<file path="src/rtl/riscv_timer.sv">
// riscv_timer: RISC-V style machine timer peripheral.
// Holds the 64-bit mtime counter and the mtimecmp compare register. Both are
// exposed on a word-wide request/ack register bus together with a control
// register (enable + prescale) and a sticky pending flag. A one-cycle
// timer_irq pulse is emitted each time mtime reaches mtimecmp.
module riscv_timer #(
  parameter int unsigned PRESCALE_W = 8,
  parameter logic [63:0] CMP_RESET  = 64'hFFFF_FFFF_FFFF_FFFF,
  parameter logic        EN_RESET   = 1'b1
) (
  input  logic        clk,
  input  logic        rst_n,
  input  logic        req,
  input  logic        we,
  input  logic [4:0]  addr,
  input  logic [31:0] wdata,
  output logic [31:0] rdata,
  output logic        ack,
  output logic        err,
  output logic        timer_irq
);

  // Word index of the register map (byte offset / 4).
  typedef enum logic [2:0] {
    REG_MTIME_LO = 3'd0,
    REG_MTIME_HI = 3'd1,
    REG_CMP_LO   = 3'd2,
    REG_CMP_HI   = 3'd3,
    REG_CTRL     = 3'd4,
    REG_STATUS   = 3'd5,
    REG_RSVD0    = 3'd6,
    REG_RSVD1    = 3'd7
  } reg_idx_e;

  // ---------------------------------------------------------------------------
  // State
  // ---------------------------------------------------------------------------
  logic [63:0]           r_mtime;
  logic [63:0]           r_mtimecmp;
  logic                  r_enable;
  logic [PRESCALE_W-1:0] r_prescale;
  logic [PRESCALE_W-1:0] r_div;
  logic                  r_pending;
  logic                  r_cmp_q;
  logic                  r_irq;
  logic                  r_ack;
  logic                  r_err;
  logic [31:0]           r_rdata;

  // ---------------------------------------------------------------------------
  // Bus decode
  // ---------------------------------------------------------------------------
  reg_idx_e w_idx;
  logic     w_wr;
  logic     w_rd;
  logic     w_mapped;
  logic     w_wr_mtime_lo;
  logic     w_wr_mtime_hi;
  logic     w_wr_cmp_lo;
  logic     w_wr_cmp_hi;
  logic     w_wr_cmp;
  logic     w_wr_ctrl;
  logic     w_wr_status;
  logic     w_clr_pending;

  // Byte-lane bits are ignored: only whole-word accesses exist.
  logic     w_unused_addr;
  assign w_unused_addr = ^addr[1:0];

  assign w_idx         = reg_idx_e'(addr[4:2]);
  assign w_wr          = req &  we;
  assign w_rd          = req & ~we;
  assign w_mapped      = (w_idx != REG_RSVD0) && (w_idx != REG_RSVD1);
  assign w_wr_mtime_lo = w_wr && (w_idx == REG_MTIME_LO);
  assign w_wr_mtime_hi = w_wr && (w_idx == REG_MTIME_HI);
  assign w_wr_cmp_lo   = w_wr && (w_idx == REG_CMP_LO);
  assign w_wr_cmp_hi   = w_wr && (w_idx == REG_CMP_HI);
  assign w_wr_cmp      = w_wr_cmp_lo | w_wr_cmp_hi;
  assign w_wr_ctrl     = w_wr && (w_idx == REG_CTRL);
  assign w_wr_status   = w_wr && (w_idx == REG_STATUS);
  assign w_clr_pending = w_wr_status & wdata[0];

  // ---------------------------------------------------------------------------
  // Prescaler and compare conditions
  // ---------------------------------------------------------------------------
  logic w_tick;
  logic w_cond;
  logic w_fire;

  // mtime advances on the cycle the divider has reached the prescale value.
  assign w_tick = r_enable && (r_div == r_prescale);
  // Unsigned 64-bit compare on the current register values.
  assign w_cond = (r_mtime >= r_mtimecmp);
  // Rising edge of the compare condition, relative to last cycle's sample.
  assign w_fire = w_cond & ~r_cmp_q;

  // ---------------------------------------------------------------------------
  // Read data mux
  // ---------------------------------------------------------------------------
  logic [31:0] w_ctrl_rd;
  logic [31:0] w_rd_data;

  // Assemble the ctrl readback; undefined bits read as zero.
  always_comb begin
    // NOTE: every always_comb output gets a default first, so no path can
    // leave it unassigned and infer a latch.
    w_ctrl_rd                     = '0;
    w_ctrl_rd[0]                  = r_enable;
    w_ctrl_rd[8 +: PRESCALE_W]    = r_prescale;
  end

  // Select the addressed register; unmapped offsets read as zero.
  always_comb begin
    w_rd_data = '0;
    unique case (w_idx)
      REG_MTIME_LO: w_rd_data = r_mtime[31:0];
      REG_MTIME_HI: w_rd_data = r_mtime[63:32];
      REG_CMP_LO:   w_rd_data = r_mtimecmp[31:0];
      REG_CMP_HI:   w_rd_data = r_mtimecmp[63:32];
      REG_CTRL:     w_rd_data = w_ctrl_rd;
      REG_STATUS:   w_rd_data = {31'd0, r_pending};
      REG_RSVD0,
      REG_RSVD1:    w_rd_data = '0;
      default:      w_rd_data = '0;
    endcase
  end

  // ---------------------------------------------------------------------------
  // Sequential logic
  // ---------------------------------------------------------------------------

  // Bus response: ack, err and read data appear exactly one cycle after req.
  always_ff @(posedge clk or negedge rst_n) begin
    if (!rst_n) begin
      // NOTE: sequential state uses non-blocking assignments so every register
      // samples pre-edge values, independent of statement order.
      r_ack   <= 1'b0;
      r_err   <= 1'b0;
      r_rdata <= '0;
    end else begin
      r_ack   <= req;
      r_err   <= req & ~w_mapped;
      r_rdata <= w_rd ? w_rd_data : 32'd0;
    end
  end

  // Control register: enable bit and prescale field.
  always_ff @(posedge clk or negedge rst_n) begin
    if (!rst_n) begin
      r_enable   <= EN_RESET;
      r_prescale <= '0;
    end else if (w_wr_ctrl) begin
      r_enable   <= wdata[0];
      r_prescale <= wdata[8 +: PRESCALE_W];
    end
  end

  // Prescale divider: counts 0..prescale while enabled, restarts on ctrl write.
  always_ff @(posedge clk or negedge rst_n) begin
    if (!rst_n) begin
      r_div <= '0;
    end else if (w_wr_ctrl) begin
      r_div <= '0;
    end else if (r_enable) begin
      if (w_tick) r_div <= '0;
      else        r_div <= r_div + 1'b1;
    end
  end

  // mtime: a bus write to either half wins and suppresses that cycle's tick.
  always_ff @(posedge clk or negedge rst_n) begin
    if (!rst_n) begin
      r_mtime <= '0;
    end else if (w_wr_mtime_lo) begin
      r_mtime[31:0] <= wdata;
    end else if (w_wr_mtime_hi) begin
      r_mtime[63:32] <= wdata;
    end else if (w_tick) begin
      r_mtime <= r_mtime + 64'd1;
    end
  end

  // mtimecmp: written one half at a time.
  always_ff @(posedge clk or negedge rst_n) begin
    if (!rst_n) begin
      r_mtimecmp <= CMP_RESET;
    end else if (w_wr_cmp_lo) begin
      r_mtimecmp[31:0] <= wdata;
    end else if (w_wr_cmp_hi) begin
      r_mtimecmp[63:32] <= wdata;
    end
  end

  // Compare edge detector; a compare write re-arms it so a true cond re-fires.
  always_ff @(posedge clk or negedge rst_n) begin
    if (!rst_n) begin
      r_cmp_q <= 1'b0;
      r_irq   <= 1'b0;
    end else begin
      r_cmp_q <= w_wr_cmp ? 1'b0 : w_cond;
      r_irq   <= w_fire;
    end
  end

  // Sticky pending flag; a new fire beats a simultaneous write-1-to-clear.
  always_ff @(posedge clk or negedge rst_n) begin
    if (!rst_n) begin
      r_pending <= 1'b0;
    end else if (w_fire) begin
      r_pending <= 1'b1;
    end else if (w_clr_pending) begin
      r_pending <= 1'b0;
    end
  end

  // ---------------------------------------------------------------------------
  // Outputs
  // ---------------------------------------------------------------------------
  assign rdata     = r_rdata;
  assign ack       = r_ack;
  assign err       = r_err;
  assign timer_irq = r_irq;

endmodule

</file>
<file path="config.mk">
export PLATFORM = sky130hd
export DESIGN_NAME = riscv_timer
export DESIGN_NICKNAME = d
export VERILOG_FILES = /design/src/rtl/riscv_timer.sv
export SDC_FILE = /design/constraint.sdc
export NUM_CORES = 1
export LEC_CHECK = 0
export ABC_CLOCK_PERIOD_IN_PS = 2400
export CORE_MARGIN = 1.5
export CORE_UTILIZATION = 58
export DETAILED_ROUTE_END_ITERATION = 6
export DONT_BUFFER_PORTS = 1
export PLACE_DENSITY = 0.78
export SLEW_MARGIN = 20
export SYNTH_ARGS = -nofsm -noshare
export SYNTH_HDL_FRONTEND = slang
export SYNTH_SLANG_ARGS = --single-unit
</file>
<file path="constraint.sdc">
create_clock -name clk -period 2.4 [get_ports clk]
set_input_delay 0.12 -clock clk [delete_from_list [all_inputs] [get_ports clk]]
set_output_delay 0.12 -clock clk [all_outputs]
set_load 0.01 [all_outputs]
</file>
==> Yosys cells after proc, flatten, opt, wreduce, memory -nomap -nowiden <==
Index checks and enable logic that the tools add are counted.
W data, S select, Z words.
{ "word_totals": {"out_inout_bits": 35, "input_bits": 41, "elab_cells": 67, "ff_bits": 182} }
{ "op_classes": {"n_addsub": 2, "bitwise_logic": 11, "mux": 12, "magnitude_cmp": 1, "reduce_logical": 17, "eq_ne": 11} }
{ "ops": {"columns": ["op", "count"], "rows": [
  ["$pmux W32 S7", 1],
  ["$mux W32", 4],
  ["$add A64 B1 Y64 const B", 1],
  ["$ge A64 B64 Y1", 1],
  ["$mux W64", 1],
  ["$mux W8", 3],
  ["$eq A3 B3 Y1 const B", 4],
  ["$add A8 B1 Y8 const B", 1],
  ["$eq A8 B8 Y1", 1],
  ["$logic_and A1 B1 Y1", 8],
  ["$reduce_bool A2 Y1", 4],
  ["$eq A3 B2 Y1 const B", 2],
  ["$ne A3 B3 Y1 const B", 2],
  ["$reduce_and A2 Y1", 3],
  ["$and A1 B1 Y1", 5],
  ["$not A1 Y1", 5],
  ["$eq A3 B1 Y1 const B", 1],
  ["$logic_not A3 Y1", 1],
  ["$mux W1", 3],
  ["$ne A2 B2 Y1 const B", 1],
  ["$reduce_or A2 Y1", 1],
  ["$or A1 B1 Y1", 1]
]} }

==> Logic depth before layout (Yosys ltp) <==
{ "depth": {"ltp_word": 5, "ltp_mapped": 10, "depth_no_buf": 8} }

==> Worst setup path before layout <==
OpenSTA, ideal clock, no wires.
{ "synth_timing": {"kind": "register to register", "startpoint": "reg r_mtime[0]", "endpoint": "reg r_mtime[62]", "path_buffers": 1, "path_stages_with_launch": 9, "period_less_slack_ps": 2250, "setup_time_ps": 131, "t_arrival_ps": 2118, "slack_ps": 150, "t_required_ps": 2269, "path_cell_list": "dfrtp_1 > ha_1 > buf_2 > and3_1 > nand3_4 > nor4b_4 > and3_1 > a21oi_1 > or3_1"} }
{ "synth_via": {"elab_chain_cells": 3} }
{ "synth_lines": {"columns": ["element", "line", "text"], "rows": [
  ["start, declared", "38", "logic [63:0] r_mtime;"],
  ["start signal, assigned", "175", "r_mtime[31:0] <= wdata;"],
  ["start signal, assigned", "179", "r_mtime <= r_mtime + 64'd1;"],
  ["$add A64 B1 Y64", "179", null],
  ["$mux W64", "178", "end else if (w_tick) begin"],
  ["$mux W32", "176", "end else if (w_wr_mtime_hi) begin"]
]} }
Every way passes these cells. The select of a mux whose other input is x is not followed.
A chain may end at the register's enable or synchronous reset.

==> Worst setup path after layout <==
{ "layout_timing": {"startpoint": "reg r_mtimecmp[44]", "endpoint": "reg r_pending"} }
{ "layout_via": {"elab_chain_cells": 3, "elab_cells_between_ends": 4, "cone_classes": "1 x order compare; 1 x mux; 1 x bitwise; 1 x reduce/logical"} }
{ "layout_lines": {"columns": ["element", "line", "text"], "rows": [
  ["start, declared", "39", "logic [63:0] r_mtimecmp;"],
  ["start signal, assigned", "190", "r_mtimecmp[63:32] <= wdata;"],
  ["$ge A64 B64 Y1 (*)", "93", "assign w_cond = (r_mtime >= r_mtimecmp);"],
  ["$and A1 B1 Y1 (*)", "95", "assign w_fire = w_cond & ~r_cmp_q;"],
  ["$mux W1 / $reduce_bool A2 Y1 (equally long branches)", null, null],
  ["end signal, assigned", "208", "r_pending <= 1'b0;"],
  ["end signal, assigned", "210", "r_pending <= 1'b1;"],
  ["end signal, assigned", "212", "r_pending <= 1'b0;"],
  ["end, declared", "43", "logic r_pending;"]
]} }
Every way passes the cells marked *; elsewhere a longest branch is shown, timed or not.

==> impl_metrics.env <==
export IMPL_die_area_sq_um=19900
export IMPL_postLayoutCoreUtil_pct=69.4
export IMPL_whs_ns=-0.624
export IMPL_grt_pass1_vias=9960
export IMPL_stdcell_area_sq_um=13000
export IMPL_crit_cells=8
export IMPL_via_count=10200
export IMPL_synth_area_leaders="dfrtp_1, dfstp_2, ha_1"
export IMPL_top_usage_layer="met2"
export IMPL_groute_layer_met1_usage_pct=44.7
export IMPL_critPathBufInv=1
export IMPL_insertion_delay_ns=0.44
export IMPL_cap_violations=0
export IMPL_overflow=0
export IMPL_r2r_worst_path_cells=8
export IMPL_syn2layout_area_growth_pct=17.5
export IMPL_ys_flop_type="dfrtp_1"
export IMPL_fin_cells=1523
export IMPL_cpMaxStageDelayCell="dfstp_2"
export IMPL_synth_area_per_cell_sq_um=9.23
export IMPL_cp_cell_sequence="inv_1 > ha_1 > nand4_1 > nor3_2 > a221o_1 > o31a_1 > nor4_4 > o21ai_2"
export IMPL_startpoint="r_mtimecmp[44]"
export IMPL_r2r_start="r_mtimecmp[44]"
export IMPL_synth_edf_count=0
export IMPL_drc=0
export IMPL_power_density_nw_per_um2=781
export IMPL_async_flop_share_pct=100
export IMPL_critPathLaunchType="register"
export IMPL_drive_gt1_share_pct=21.3
export IMPL_port_buffers=0
export IMPL_synth_seq_cells=182
export IMPL_final_common_cell="nand2_1"
export IMPL_required_ns=2.72
export IMPL_hold_viol_final=182
export IMPL_worst_pin_slew_ns=0.597
export IMPL_layout_common_cells="nand2_1, o21ai_0, dfrtp_1"
export IMPL_hold_buffers=41
export IMPL_max_slew_margin_pct=59.9
export IMPL_met3_usage_pct=5.98
export IMPL_syn_area_sq_um=11100
export IMPL_irDropWorstVdd_uv=578
export IMPL_wl_per_cell_um=22.4
export IMPL_grt_setup_unrepaired="yes"
export IMPL_crit_type="register to register"
export IMPL_grt_max_degree=183
export IMPL_numCtsBuffers=17
export IMPL_clkSlewWorstSetupHoldPaths_ns=0.07
export IMPL_htree_levels=4
export IMPL_drt_pass1_iter_count=6
export IMPL_total_power_mw=10.1
export IMPL_antenna_found_initial=0
export IMPL_placed_cell_area_sq_um=11700
export IMPL_drt_iter0_markers=1117
export IMPL_hold_path_class="input port to async pin"
export IMPL_nNetsFinal=1383
export IMPL_reg2reg_to="r_pending"
export IMPL_yosysTopAreaCell="dfrtp_1"
export IMPL_min_period_ns=2.37
export IMPL_power_leakage_nw=5.58
export IMPL_timing_fmax_mhz=422
export IMPL_yosysWarnings=0
export IMPL_clock_sinks=182
export IMPL_r2r_slack_ns=0.03
export IMPL_timing_critical_path_to="r_pending"
export IMPL_die_width_um=141
export IMPL_diodes=0
export IMPL_finalSetupViolCount=0
export IMPL_violations="negative hold slack"
export IMPL_crit_arrival_ns=2.69
export IMPL_ys_types=75
export IMPL_seq_area_frac_synth_pct=41.9
export IMPL_met2_usage_pct=58.1
export IMPL_fin_skew_ns=0.00990
export IMPL_max_stage_delay_ns=0.56
export IMPL_synth_top_area_share_pct=26.5
export IMPL_cts_tree="built"
export IMPL_gp_congestion=0.892
export IMPL_rows=50
export IMPL_cts_buffer_depth=2
export IMPL_path_delay_family="compound AO/OA/AOI/OAI gates"
export IMPL_finalCritPeriodShare_pct=98.7
export IMPL_syn_nets=1305
export IMPL_vias_per_cell=6.67
export IMPL_wirelength_um=34200
export IMPL_ios=76
export IMPL_drv_slew=0
export IMPL_nFillCells=1391
export IMPL_critPathCaptureType="register"
export IMPL_placedCellCount=1442
export IMPL_start_util_pct=59.1
export IMPL_grt_first_pass_wirelength_um=54300
export IMPL_antenna_left=0
export IMPL_coreArea_sq_um=18700
export IMPL_syn_inst=1198
export IMPL_cp_max_fo=4
export IMPL_cts_root_buf="clkbuf_16"
export IMPL_die_y_um=141
export IMPL_grtUsageTotal_pct=35.2
export IMPL_dpl_hpwl_um=21900
export IMPL_outcome="finished, violations left"
[metrics by stage]
stage | TNS, ns | worst slack, ns
floorplan | 0 | 0.150
global placement | 0 | 0.0132
detailed placement | -0.157 | -0.119
CTS | 0 | 0.000810
global route | -0.208 | -0.0637
finish | 0 | 0.0318
[where the power goes]
group | total [mW] | switching [mW] | internal [mW]
combinational | 2.84 | 1.56 | 1.28
clock | 2.88 | 1.28 | 1.60
sequential | 4.43 | 0.609 | 3.82
[cell type report]
cell class | instances | area [sq um] | share of cell area (%)
clock inverter | 13 | 148 | 1.14
inverter | 82 | 308 | 2.37
multi-input combinational | 868 | 6040 | 46.5
tap | 234 | 293 | 2.25
sequential | 182 | 4640 | 35.7
clock buffer | 19 | 453 | 3.49
timing repair buffer | 125 | 1100 | 8.49
[cells in the mapped netlist (all sizes together), types with 5 or more instances]
master   instances
a211oi          29
a21o             7
a21oi           46
a2bb2oi          7
a31oi            6
and2             6
and3            23
and4             6
buf             16
clkbuf          50
dfrtp          117
dfstp           65
ha              66
inv             82
mux2            43
mux2i           36
nand2          122
nand3           47
nand4           42
nor2            76
nor2b           10
nor3            25
nor4            17
o211ai           6
o21ai          129
o22ai           16
or3              5
xnor2           19
xor2            20
[routing by layer]
metal	wire length (um)	share of wire, %	vias to the layer above
met5	0	0	-
met4	1840	5.4	0
met3	2860	8.4	162
met2	16200	47	619
met1	13200	39	4925
li1	-	-	4460
[kinds of logic (layout without fill, tap and decap cells)]
group                    count (synthesis)  count (layout)  synth area share, %
adder cells (fa/ha/maj)                 66              66                 7.47
flip-flops                             182             182                 41.9
AND/OR/NAND/NOR                        396             396                 18.8
multiplexers                            79              79                 7.64
XOR/XNOR                                39              39                 3.09
buffers and inverters                  148             239                 5.22
AO/OA/AOI/OAI                          288             288                 15.9
[repair_timing]
action | 4_1_cts | 5_1_grt
endpoints found under the setup margin | 3 | 23
resized for setup | 3 | 31
pin swaps | 3 | 13
gates cloned | 0 | 0
endpoints found under the hold margin | 348 | 182
buffers inserted | 1 | 7
[state kept, by name, summed over array words and instances (netlist names), 8 cells and up]
name,count
r_div,8
rdata,32
r_mtime,64
r_prescale,8
r_mtimecmp,64
[worst min-delay path by stage]
stage	to	slack, ns	cells past startpoint
after global routing	rdata[18]	-0.64	0
final	rdata[18]	-0.62	0
after floorplan	ack	-0.18	0
after CTS	rdata[18]	-0.63	0
after global placement	rdata[18]	-0.17	0
after detailed placement	rdata[18]	-0.17	0
No activity file was read; power rests on OpenSTA's default activity.
